### config.mk
export PLATFORM = sky130hd
export DESIGN_NAME = keypad_scan_ctrl
export DESIGN_NICKNAME = d
export VERILOG_FILES = /design/src/rtl/keypad_scan_ctrl_pkg.sv /design/src/rtl/keypad_scan_ctrl_col_sync.sv /design/src/rtl/keypad_scan_ctrl.sv
export SDC_FILE = /design/constraint.sdc
export NUM_CORES = 1
export LEC_CHECK = 0
export BUFFER_PORTS_ARGS = -buffer_cell sky130_fd_sc_hd__buf_2
export CELL_PAD_IN_SITES_DETAIL_PLACEMENT = 1
export CELL_PAD_IN_SITES_GLOBAL_PLACEMENT = 1
export CORE_MARGIN = 2
export CORE_UTILIZATION = 45
export CTS_CLUSTER_DIAMETER = 60
export DETAILED_ROUTE_END_ITERATION = 8
export GPL_ROUTABILITY_DRIVEN = 0
export PLACE_DENSITY = 0.87
export SYNTH_ARGS = -nofsm -noshare
export SYNTH_HDL_FRONTEND = slang
export SYNTH_SLANG_ARGS = --single-unit
### constraint.sdc
create_clock -name Clock -period 2.7 [get_ports Clock]
set_input_delay 0.675 -clock Clock [delete_from_list [all_inputs] [get_ports Clock]]
set_output_delay 0.675 -clock Clock [all_outputs]
set_load 0.005 [all_outputs]
### src/rtl/keypad_scan_ctrl_pkg.sv
// Shared input-interface constants for the keypad front end and the input encoder.
// Key vector width and matrix geometry live here so both sides agree on layout.
package keypad_scan_ctrl_pkg;

  localparam int KEY_W     = 16;
  localparam int ROWS      = 4;
  localparam int COLS      = 4;
  localparam int ROW_IDX_W = $clog2(ROWS);

  typedef logic [KEY_W-1:0] key_vec_t;

  // One-cold row drive pattern for the selected row index.
  function automatic logic [ROWS-1:0] row_drive(input logic [ROW_IDX_W-1:0] idx);
    row_drive = ~(ROWS'(1) << idx);
  endfunction

endpackage

### src/rtl/keypad_scan_ctrl_col_sync.sv
// Two-flop synchronizer bringing the asynchronous keypad columns into the clock domain.
// Idle columns read high, so both stages reset to all ones.
module col_sync
  import keypad_scan_ctrl_pkg::*;
(
  input  logic            clk,
  input  logic            rst,
  input  logic [COLS-1:0] col_async,
  output logic [COLS-1:0] col_o
);

  logic [COLS-1:0] meta_q, meta_d;
  logic [COLS-1:0] sync_q, sync_d;

  always_comb begin
    meta_d = col_async;
    sync_d = meta_q;
  end

  always_ff @(posedge clk) begin
    if (rst) begin
      meta_q <= '1;
      sync_q <= '1;
    end else begin
      meta_q <= meta_d;
      sync_q <= sync_d;
    end
  end

  assign col_o = sync_q;

endmodule

### src/rtl/keypad_scan_ctrl.sv
// Row-scanning keypad controller: drives one row at a time, samples the columns,
// and accepts a new key vector only after DEB_N identical complete scans.
module keypad_scan_ctrl
  import keypad_scan_ctrl_pkg::*;
#(
  parameter int SCAN_DIV = 8,
  parameter int DEB_N    = 4
) (
  input  logic             Clock,
  input  logic             Reset,
  input  logic             Enable,
  input  logic [COLS-1:0]  Col,
  output logic [ROWS-1:0]  Row,
  output logic [KEY_W-1:0] Key,
  output logic             Changed
);

  localparam logic [1:0] ST_IDLE    = 2'd0;
  localparam logic [1:0] ST_SETTLE  = 2'd1;
  localparam logic [1:0] ST_SAMPLE  = 2'd2;
  localparam logic [1:0] ST_COMPARE = 2'd3;

  localparam int CNT_W  = $clog2(SCAN_DIV);
  localparam int STAB_W = $clog2(DEB_N + 1);
  localparam logic [CNT_W-1:0]     CNT_LAST = CNT_W'(SCAN_DIV - 1);
  localparam logic [STAB_W-1:0]    STAB_MAX = STAB_W'(DEB_N);
  localparam logic [ROW_IDX_W-1:0] ROW_LAST = ROW_IDX_W'(ROWS - 1);

  logic [1:0]           state_q, state_d;
  logic [ROW_IDX_W-1:0] r_q, r_d;
  logic [CNT_W-1:0]     cnt_q, cnt_d;
  logic [ROWS-1:0]      row_q, row_d;
  key_vec_t             raw_q, raw_d;
  key_vec_t             cand_q, cand_d;
  logic [STAB_W-1:0]    stab_q, stab_d;
  key_vec_t             key_q, key_d;
  logic                 changed_q, changed_d;
  logic [STAB_W-1:0]    stab_upd;
  logic [COLS-1:0]      col_s;

  col_sync u_col_sync (
    .clk       (Clock),
    .rst       (Reset),
    .col_async (Col),
    .col_o     (col_s)
  );

  always_comb begin
    state_d   = state_q;
    r_d       = r_q;
    cnt_d     = cnt_q;
    raw_d     = raw_q;
    cand_d    = cand_q;
    stab_d    = stab_q;
    key_d     = key_q;
    changed_d = 1'b0;
    stab_upd  = stab_q;

    // Dropping Enable parks the scanner and throws away the half-built scan.
    if (!Enable) begin
      state_d = ST_IDLE;
      r_d     = '0;
      cnt_d   = '0;
      raw_d   = '0;
    end else begin
      case (state_q)
        ST_IDLE: begin
          state_d = ST_SETTLE;
          r_d     = '0;
          cnt_d   = '0;
        end
        ST_SETTLE: begin
          if (cnt_q == CNT_LAST) begin
            state_d = ST_SAMPLE;
            cnt_d   = '0;
          end else begin
            cnt_d = cnt_q + CNT_W'(1);
          end
        end
        ST_SAMPLE: begin
          raw_d[int'(r_q)*COLS +: COLS] = ~col_s;
          if (r_q == ROW_LAST) begin
            state_d = ST_COMPARE;
          end else begin
            r_d     = r_q + ROW_IDX_W'(1);
            state_d = ST_SETTLE;
          end
        end
        default: begin
          if (raw_q != cand_q) begin
            cand_d   = raw_q;
            stab_upd = STAB_W'(1);
          end else if (stab_q < STAB_MAX) begin
            stab_upd = stab_q + STAB_W'(1);
          end
          stab_d = stab_upd;
          if ((stab_upd >= STAB_MAX) && (cand_d != key_q)) begin
            key_d     = cand_d;
            changed_d = 1'b1;
          end
          state_d = ST_SETTLE;
          r_d     = '0;
          cnt_d   = '0;
        end
      endcase
    end

    // Row is registered, so derive it from where the FSM is heading.
    row_d = ((state_d == ST_SETTLE) || (state_d == ST_SAMPLE)) ? row_drive(r_d) : '1;
  end

  always_ff @(posedge Clock) begin
    if (Reset) begin
      state_q   <= ST_IDLE;
      r_q       <= '0;
      cnt_q     <= '0;
      row_q     <= '1;
      raw_q     <= '0;
      cand_q    <= '0;
      stab_q    <= '0;
      key_q     <= '0;
      changed_q <= 1'b0;
    end else begin
      state_q   <= state_d;
      r_q       <= r_d;
      cnt_q     <= cnt_d;
      row_q     <= row_d;
      raw_q     <= raw_d;
      cand_q    <= cand_d;
      stab_q    <= stab_d;
      key_q     <= key_d;
      changed_q <= changed_d;
    end
  end

  assign Row     = row_q;
  assign Key     = key_q;
  assign Changed = changed_q;

endmodule

==> results of run 1 <==
==> critical path, delay by kind of cell, from the launching register on <==
family	cells	cell delay (ps)
flip-flops	1	540
AND/OR/NAND/NOR	2	1020
AO/OA/AOI/OAI	2	390
XOR/XNOR	1	170
==> state kept, by name (all words and copies together), names as in the netlist <==
name / count
Row: 4
state_q: 2
r_q: 2
Changed: 1
cand_q: 16
u_col_sync.col_o: 4
cnt_q: 3
u_col_sync.meta_q: 4
raw_q: 16
Key: 16
stab_q: 3
==> metrics by stage <==
step | power (W) | util (%)
detailed placement | 0.00113 | 49.0
CTS | 0.00236 | 53.0
floorplan | 0.00111 | -
global route | 0.00242 | 53.0
finish | 0.00235 | 53.0
global placement | 0.00113 | 49.0
==> cell usage after synthesis (3+ instances only) <==
cell type and n:
a21oi_1 38, xor2_1 18, a211oi_1 3, nand4_1 6, or2_2 10, nor4_4 5, nor2_1 45, ha_1 13
inv_1 7, o21ai_0 10, nand2_1 14, xnor2_1 16, mux2i_1 17, clkbuf_1 14, dfxtp_1 71, o21ai_1 7
nand3_1 16, nand2b_1 33
==> worst paths after layout <==
path / from / end / cells past startpoint
hold / removal: u_col_sync.meta_q[0]$_SDFF_PP1_ / u_col_sync.col_o[0]$_SDFF_PP1_ / 1
setup reg to reg: raw_q[5]$_SDFFE_PP0P_ / cand_q[4]$_SDFFE_PP0P_ / 5
setup / recovery: raw_q[5]$_SDFFE_PP0P_ / cand_q[4]$_SDFFE_PP0P_ / 5
hold reg to reg: u_col_sync.meta_q[0]$_SDFF_PP1_ / u_col_sync.col_o[0]$_SDFF_PP1_ / 1
==> metal layers <==
metal  vias to the layer above  share of wire [%]  GRT usage (%)
met1                      1288                 44           27.3
met5                         -                  0              0
met4                         0                2.1           9.23
met2                        54                 50           38.6
li1                       1265                  -              -
met3                        15                3.6           3.14
==> cells by family after synthesis <==
logic type      count (synthesis)
compound gates                 61
buf+inv                        24
fa+ha+maj                      13
flops                          71
mux                            17
xor+xnor                       34
simple gates                  141
==> power by group through the flow <==
| stage | sequential [W] | combinational (W) | clock [W] |
|---|---|---|---|
| finish | 0.00106 | 0.0000468 | 0.00124 |
| global route | 0.00106 | 0.0000519 | 0.00130 |
| CTS | 0.00106 | 0.0000473 | 0.00125 |
| detailed placement | 0.00108 | 0.0000474 | 0 |
| global placement | 0.00108 | 0.0000461 | 0 |
| floorplan | 0.00108 | 0.0000329 | 0 |
==> cell type report <==
type / instances / area (um^2)
fillers: 830 / 3370
multi-input cells: 266 / 1760
flip-flops and latches: 71 / 1420
repair buffers: 33 / 180
clock inverters: 7 / 168
clock buffers: 9 / 124
well taps: 99 / 124
inverters: 7 / 26.3
==> metrics.md, run 1 <==
| Metric | Value |
|---|---|
| Core Rows | 31 |
| Outcome | completed |
| Yosys cell types | 32 |
| Clock latency on the worst-skew pair | 350 ps |
| Pint | 0.00188 W |
| Period utilization | 81.5% |
| Mean Syn Cell Area | 9.09 um^2 |
| Commonest non-fill, non-tap cell in the layout | dfxtp_1 |
| Total grt overflow | 0 |
| Residual DRC | 0 |
| Final hold violation count | 0 |
| Detail Route Antenna Nets | 0 |
| Final setup fails | 0 |
| Final Instance Area | 3810 um^2 |
| Placed Area | 3510 um^2 |
| Post-DP HPWL | 5750 um |
| Slew at the pin closest to its max-slew limit | 741 ps |
| Final slew viol count | 0 |
| Tmin final | 2200 ps |
| Setup TNS Final | 0 ps |
| Antenna violations before repair | 0 |
| Leakage | 1.47 nW |
| Area contributors post-synth | dfxtp_1 43%, nand2b_1 6.3%, a21oi_1 5.8% |
| Cells along the critical path | xor2_1 > nor4_4 > and4_1 > o21ai_0 > a21oi_1 |
| Yosys synthesis warning count | 0 |
| CTS tree | built |
| NetSw | 0.000466 W |
| PwrDens | 616 nW/um^2 |
| Max incr delay on CP | 660 ps |
| Simple-gate portion of the synthesized area | 24.8% |
| CP Max Fanout | 17 |
| Routed wire per std cell | 16.8 um |
| Sw Share | 19.9% |
| Mapped cell area | 3280 um^2 |
| Area leader, netlist | dfxtp_1 |
| First-pass GRT wire length | 13400 um |
| Die width | 89.4 um |
| Total wire length | 8280 um |
| Setup WS post-layout | 500 ps |
| EDFF count, synth | 0 |
| CTS Buffer Depth | 2 |
| Num Clock Sinks | 71 |
| Clock share of power | 52.9% |
| Slew margin rel. | 50.6% |
| Iteration-0 DRC Markers | 175 |
| Comb pwr share | 2.0% |
| Max Clk Rate | 455 MHz |
| Resize count post-CTS | 0 |
| N_diodes | 0 |
| CTS root buffer | clkbuf_8 |
| Fin Hold WS | 413 ps |
| Synthesized instance count | 361 |
| R2R Setup Slk | 500 ps |
| Postcts setup bufs | 0 |
| Synthesized-area fraction occupied by adder cells | 4.96% |
| Clock Pin Slew Worst Setup and Hold Paths | 80 ps |
| I/O pin count | 28 |
| Setup Skew | 6.18 ps |
| Largest family of logic cells by synthesized area | simple AND/OR/NAND/NOR gates |
| Input/output buffers | 27 |
| Critical Path Start Type | register |
| Initial DRT Pass Iterations | 4 |
| #FFs+latches synth | 71 |
| Crit path kind | reg -> reg |
| GRT Resource Usage Total | 22.1% |
| CTS Hold Bufs | 0 |
| CP endpoint kind | register |
| Vias in the first global route | 2737 |
| Vias | 2622 |
| Worst Hold Class | reg -> reg |
| Portion of netlist area occupied by mux cells | 5.18% |
| Area Overhead vs Synth | 16.0% |
| Primary FF master, synth | dfxtp_1 |
| Post-Synth XOR/XNOR Area | 9.07% |
| Most frequent cells in the layout | 71 x dfxtp_1, 45 x nor2_1, 38 x a21oi_1 |
| Cells after DPL | 476 |
| Arrival @ worst endpoint | 2480 ps |
| CP Data Required Time | 2980 ps |
| Full die area | 7990 um^2 |
| Non-Filler Instances | 492 |
| CORE AREA | 7180 um^2 |
| Syn_nets | 381 |
| TritonCTS Buffers | 9 |
| Final #Nets | 408 |
| RSZ-0062 raised after global routing | no |
| Die Y-Extent | 89.4 um |
| Routed vias/inst | 5.33 |
| Largest net degree at the start of global routing | 63 |
| Starting Density | 45.7% |
| Post-synthesis sequential area ratio | 43.3% |
| H-tree level count | 3 |
| Yosys top cell area share | 43.3% |
| Async set or reset register ratio after synthesis | 0% |
| Max-cap violation count | 0 |
| Synth Area in Compound Gates | 9.72% |
| VDD IR-drop max | 0.278 mV |
| Sequential Power Share | 45.1% |
| Fraction of layout cells with a size suffix above 1 | 16.5% |
| Place WS | 537 ps |
| Critical Path Slowest Stage Cell | and4_1 |
Power figures use the tool's default switching activity.
==> run 2: changes to the inputs <==
==> constraint.sdc (replaced) <==
create_clock -name Clock -period 2.2 [get_ports Clock]
set_input_delay 0.55 -clock Clock [delete_from_list [all_inputs] [get_ports Clock]]
set_output_delay 0.55 -clock Clock [all_outputs]
set_load 0.005 [all_outputs]
==> run 2 against run 1 <==
Non-clock buffer count grew 14. Highest routed layer unchanged. Combinational power grew 30%. Critical endpoint is now Key[12]$_SDFFE_PP0P_. Cell count grew 2.4%. Clock skew grew 1.6 ps. Largest cell class unchanged.
==> metrics.md, run 2 (same netlist as run 1, synthesis figures left out) <==
| Metric | Value |
|---|---|
| I/O pin count | 28 |
| Postcts setup bufs | 0 |
| Vias in the first global route | 2914 |
| Max-cap violation count | 0 |
| CP endpoint kind | register |
| Final core occ | 53.1% |
| Fraction of layout cells with a size suffix above 1 | 18.3% |
| Max Clk Rate | 494 MHz |
| Tmin final | 2020 ps |
| Vias | 2700 |
| Routed wire per std cell | 17.2 um |
| Critical Path Start Type | register |
| Initial DRT Pass Iterations | 4 |
| H-tree level count | 3 |
| Filler cells | 849 |
| RSZ-0062 raised after global routing | no |
| Path depth of the worst reg2reg path | 6 |
| Total grt overflow | 0 |
| Setup Skew | 7.82 ps |
| Final slew viol count | 0 |
| TritonCTS Buffers | 9 |
| Input/output buffers | 27 |
| Antenna violations before repair | 0 |
| CP Data Required Time | 2470 ps |
| Outcome | completed |
| CTS Hold Bufs | 0 |
| Clock latency on the worst-skew pair | 360 ps |
| R2R Path End | Key[12]$_SDFFE_PP0P_ |
| Largest net degree at the start of global routing | 63 |
| Starting Density | 45.7% |
| CORE AREA | 7180 um^2 |
| First-pass GRT wire length | 14100 um |
| Num Clock Sinks | 71 |
| Core Rows | 31 |
| CP endpoint | Key[12]$_SDFFE_PP0P_ |
| Iteration-0 DRC Markers | 50 |
| GRT Resource Usage Total | 23.8% |
| Total wire length | 8660 um |
| Final #Nets | 422 |
| CP Max Fanout | 12 |
| Worst setup path startpoint | raw_q[7]$_SDFFE_PP0P_ |
| Slew margin rel. | 73.0% |
| VDD IR-drop max | 0.316 mV |
| N_diodes | 0 |
| Residual DRC | 0 |
| Leakage | 1.49 nW |
| Slew at the pin closest to its max-slew limit | 403 ps |
| R2R Path Start | raw_q[7]$_SDFFE_PP0P_ |
| Detail Route Antenna Nets | 0 |
| Final setup fails | 0 |
| CTS tree | built |
| Hold Path Origin | Col[2] |
| Place WS | 190 ps |
| PwrDens | 623 nW/um^2 |
| Die width | 89.4 um |
| Resize count post-CTS | 0 |
| Fin Hold WS | 376 ps |
| R2R Setup Slk | 180 ps |
| Crit path kind | reg -> reg |
| Final hold violation count | 0 |
| CTS root buffer | clkbuf_8 |
| Setup WS post-layout | 177 ps |
| Most frequent cells in the layout | 71 x dfxtp_1, 45 x nor2_1, 38 x a21oi_1 |
| Clock Pin Slew Worst Setup and Hold Paths | 70 ps |
| Worst Hold Class | in -> reg |
| Full die area | 7990 um^2 |
| Period utilization | 91.9% |
| Post-DP HPWL | 6350 um |
| Overall power | 0.00237 W |
| CTS Buffer Depth | 2 |
| Setup TNS Final | 0 ps |
| Arrival @ worst endpoint | 2300 ps |
| Routed vias/inst | 5.36 |
| Area Overhead vs Synth | 16.1% |
| Die Y-Extent | 89.4 um |
| Commonest non-fill, non-tap cell in the layout | dfxtp_1 |
-- run 2: changes by cell type in the layout (fill, tap and decap cells not counted), sizes merged --
cell | previous run | this run
inv | 8 | 7
bufinv | 5 | 1
clkinv | 1 | 0
clkbuf | 9 | 13
buf | 33 | 47
-- run 2: worst min path at each step --
stage / endpoint / cells past startpoint
after floorplan: u_col_sync.col_o[0]$_SDFF_PP1_ / 1
after global placement: u_col_sync.col_o[0]$_SDFF_PP1_ / 1
after detailed placement: u_col_sync.col_o[0]$_SDFF_PP1_ / 1
after CTS: u_col_sync.meta_q[0]$_SDFF_PP1_ / 2
after global routing: u_col_sync.meta_q[2]$_SDFF_PP1_ / 2
final: u_col_sync.meta_q[2]$_SDFF_PP1_ / 2
-- run 2: through the flow --
step,cell area (um^2),std cells
finish,3810,504
global route,3810,504
CTS,3810,504
detailed placement,3630,490
global placement,3630,490
floorplan,3280,361
-- run 2: metal layers --
| metal | global-route usage (%) | share of wire (%) |
|---|---|---|
| met1 | 26.5 | 43 |
| met3 | 3.32 | 3.2 |
| met4 | 14.1 | 3.8 |
| met2 | 42.6 | 50 |
| met5 | 0 | 0 |
-- run 2: power breakdown --
group / total, W / leakage, nW / switching (W) / internal (W)
combinational: 0.0000610 / 0.830 / 0.0000342 / 0.0000267
sequential: 0.00130 / 0.574 / 0.00000598 / 0.00129
clock: 0.00101 / 0.0896 / 0.000469 / 0.000544
total: 0.00237 / 1.49 / 0.000510 / 0.00187
-- run 2: layout make-up --
class / instances / area [um^2] / area share (%)
timing repair buffer: 47 / 298 / 7.81
clock inverter: 1 / 30.0 / 0.788
sequential: 71 / 1420 / 37.3
inverter: 7 / 26.3 / 0.689
clock buffer: 13 / 149 / 3.91
tap: 99 / 124 / 3.25
multi-input combinational: 266 / 1760 / 46.3
-- run 2: worst max-delay path: stages (launching register included) --
cell     delay, ps
dfxtp_1        450
xor2_1         140
nor4_4         370
nand4_4        150
nor4_4         300
buf_4          290
mux2i_1        240
==> run 3: changes to the inputs <==
--- a/config.mk
+++ b/config.mk
@@ -9,11 +9,12 @@
 export CELL_PAD_IN_SITES_DETAIL_PLACEMENT = 1
 export CELL_PAD_IN_SITES_GLOBAL_PLACEMENT = 1
 export CORE_MARGIN = 2
-export CORE_UTILIZATION = 45
+export CORE_UTILIZATION = 47
+export CTS_BUF_LIST = sky130_fd_sc_hd__clkbuf_8
 export CTS_CLUSTER_DIAMETER = 60
 export DETAILED_ROUTE_END_ITERATION = 8
 export GPL_ROUTABILITY_DRIVEN = 0
-export PLACE_DENSITY = 0.87
+export PLACE_DENSITY = 0.9
 export SYNTH_ARGS = -nofsm -noshare
 export SYNTH_HDL_FRONTEND = slang
 export SYNTH_SLANG_ARGS = --single-unit
==> run 3 against run 2 <==
Sequential power is essentially flat. Combinational power is 0.8% lower. First-iteration DRC count grew to 2.6 times the previous value. Utilization increased by 3.9 points. Cell count is 0.99% higher. Critical path type unchanged. Highest routed layer unchanged.
==> metrics.md, run 3 (same netlist as run 1, synthesis figures left out) <==
| Metric | Value |
|---|---|
| Outcome | completed |
| Area Overhead vs Synth | 18.0% |
| CTS Buffer Depth | 2 |
| CORE AREA | 6790 um^2 |
| CP Data Required Time | 2480 ps |
| Storage cell area | 1420 um^2 |
| Tmin final | 2080 ps |
| Routing usage on met1 | 29.2% |
| Max Clk Rate | 481 MHz |
| Place WS | 212 ps |
| Critical Path Slowest Stage Cell | or4b_1 |
| CTS Hold Bufs | 0 |
| Filler cells | 798 |
| Area of the multi-input gates | 1760 um^2 |
| Die width | 87.6 um |
| Clock latency on the worst-skew pair | 350 ps |
| Crit path kind | reg -> reg |
| Period utilization | 94.5% |
| R2R Path Start | state_q[0]$_SDFF_PP0_ |
| Slew margin rel. | 75.8% |
| Hold Path Origin | Col[3] |
| Antenna violations before repair | 0 |
| Fraction of layout cells with a size suffix above 1 | 20.6% |
| Cells along the critical path | inv_1 > ha_1 > nand2_1 > or4b_1 > nor2_1 > a21oi_1 > nor2_1 |
| Postcts setup bufs | 0 |
| Input/output buffers | 27 |
| Final #Nets | 428 |
| Vias in the first global route | 2864 |
| Routed vias/inst | 5.37 |
| Detail Route Antenna Nets | 0 |
| Worst Hold Class | in -> reg |
| Core Rows | 30 |
| GRT Resource Usage Total | 24.5% |
| Crit-path leading delay family | simple AND/OR/NAND/NOR gates |
| Final setup fails | 0 |
| RSZ-0062 raised after global routing | no |
| Leakage | 1.53 nW |
| Max incr delay on CP | 600 ps |
| Grt met3 use | 3.20% |
| Setup WS post-layout | 120 ps |
| PwrDens | 621 nW/um^2 |
| CP Buf/Inv Count | 1 |
| Resize count post-CTS | 0 |
| Most frequent cells in the layout | 71 x dfxtp_1, 45 x nor2_1, 38 x a21oi_1 |
| Residual DRC | 0 |
| Global Route met2 Usage | 43.1% |
| Worst setup path startpoint | state_q[0]$_SDFF_PP0_ |
| Arrival @ worst endpoint | 2360 ps |
| Critical Path Start Type | register |
| N_diodes | 0 |
| TritonCTS Buffers | 9 |
| Total wire length | 8740 um |
| Worst path most repeated cell | nor2_1 |
| Full die area | 7670 um^2 |
| Overall power | 0.00241 W |
| Setup Skew | 5.21 ps |
| H-tree level count | 3 |
| Die Y-Extent | 87.6 um |
| Post-DP HPWL | 6370 um |
| Total grt overflow | 0 |
| CTS root buffer | clkbuf_8 |
| Routed wire per std cell | 17.2 um |
| R2R Setup Slk | 120 ps |
| Setup TNS Final | 0 ps |
| Largest net degree at the start of global routing | 28 |
| Final hold violation count | 0 |
| CTS tree | built |
| Clock Pin Slew Worst Setup and Hold Paths | 70 ps |
| Vias | 2732 |
| GR peak layer | met2 |
| Starting Density | 48.3% |
| CP endpoint kind | register |
| First-pass GRT wire length | 14300 um |
| VDD IR-drop max | 0.357 mV |
| Max-cap violation count | 0 |
| Initial DRT Pass Iterations | 4 |
| Commonest non-fill, non-tap cell in the layout | dfxtp_1 |
| Fin Hold WS | 379 ps |
| I/O pin count | 28 |
| Num Clock Sinks | 71 |
| CP Max Fanout | 9 |
| Iteration-0 DRC Markers | 128 |
| Final slew viol count | 0 |
| Slew at the pin closest to its max-slew limit | 359 ps |
run 3: area by class of cell:
cell class	instances	area share, %
well taps	96	3.10
clock inverters	6	1.55
inverters	7	0.679
repair buffers	53	8.86
clock buffers	10	3.56
flip-flops and latches	71	36.7
multi-input cells	266	45.5
run 3: power by group:
group / internal, W / switching, W / total [W] / leakage [nW]
registers: 0.00129 / 0.00000660 / 0.00130 / 0.574
logic: 0.0000254 / 0.0000351 / 0.0000605 / 0.860
clock network: 0.000548 / 0.000497 / 0.00104 / 0.0981
run 3: through the flow:
| stage | utilization [%] | cells | instance area [um^2] |
|---|---|---|---|
| final | 57.0 | 509 | 3870 |
| after global routing | 57.0 | 509 | 3870 |
| after CTS | 57.0 | 509 | 3870 |
| after detailed placement | 54.1 | 493 | 3670 |
| after global placement | 54.1 | 493 | 3670 |
| after floorplan | - | 361 | 3280 |
run 3: final timing paths:
| check | depth (start not counted) | to |
|---|---|---|
| setup / recovery | 7 | raw_q[2]$_SDFFE_PP0P_ |
| hold / removal | 2 | u_col_sync.meta_q[3]$_SDFF_PP1_ |
| setup reg to reg | 7 | raw_q[2]$_SDFFE_PP0P_ |
| hold reg to reg | 1 | u_col_sync.col_o[2]$_SDFF_PP1_ |
run 3: routing by layer:
layer / wire [um] / vias up
li1: - / 1310
met1: 3830 / 1364
met2: 4480 / 42
met3: 206 / 16
met4: 228 / 0
met5: 0 / -
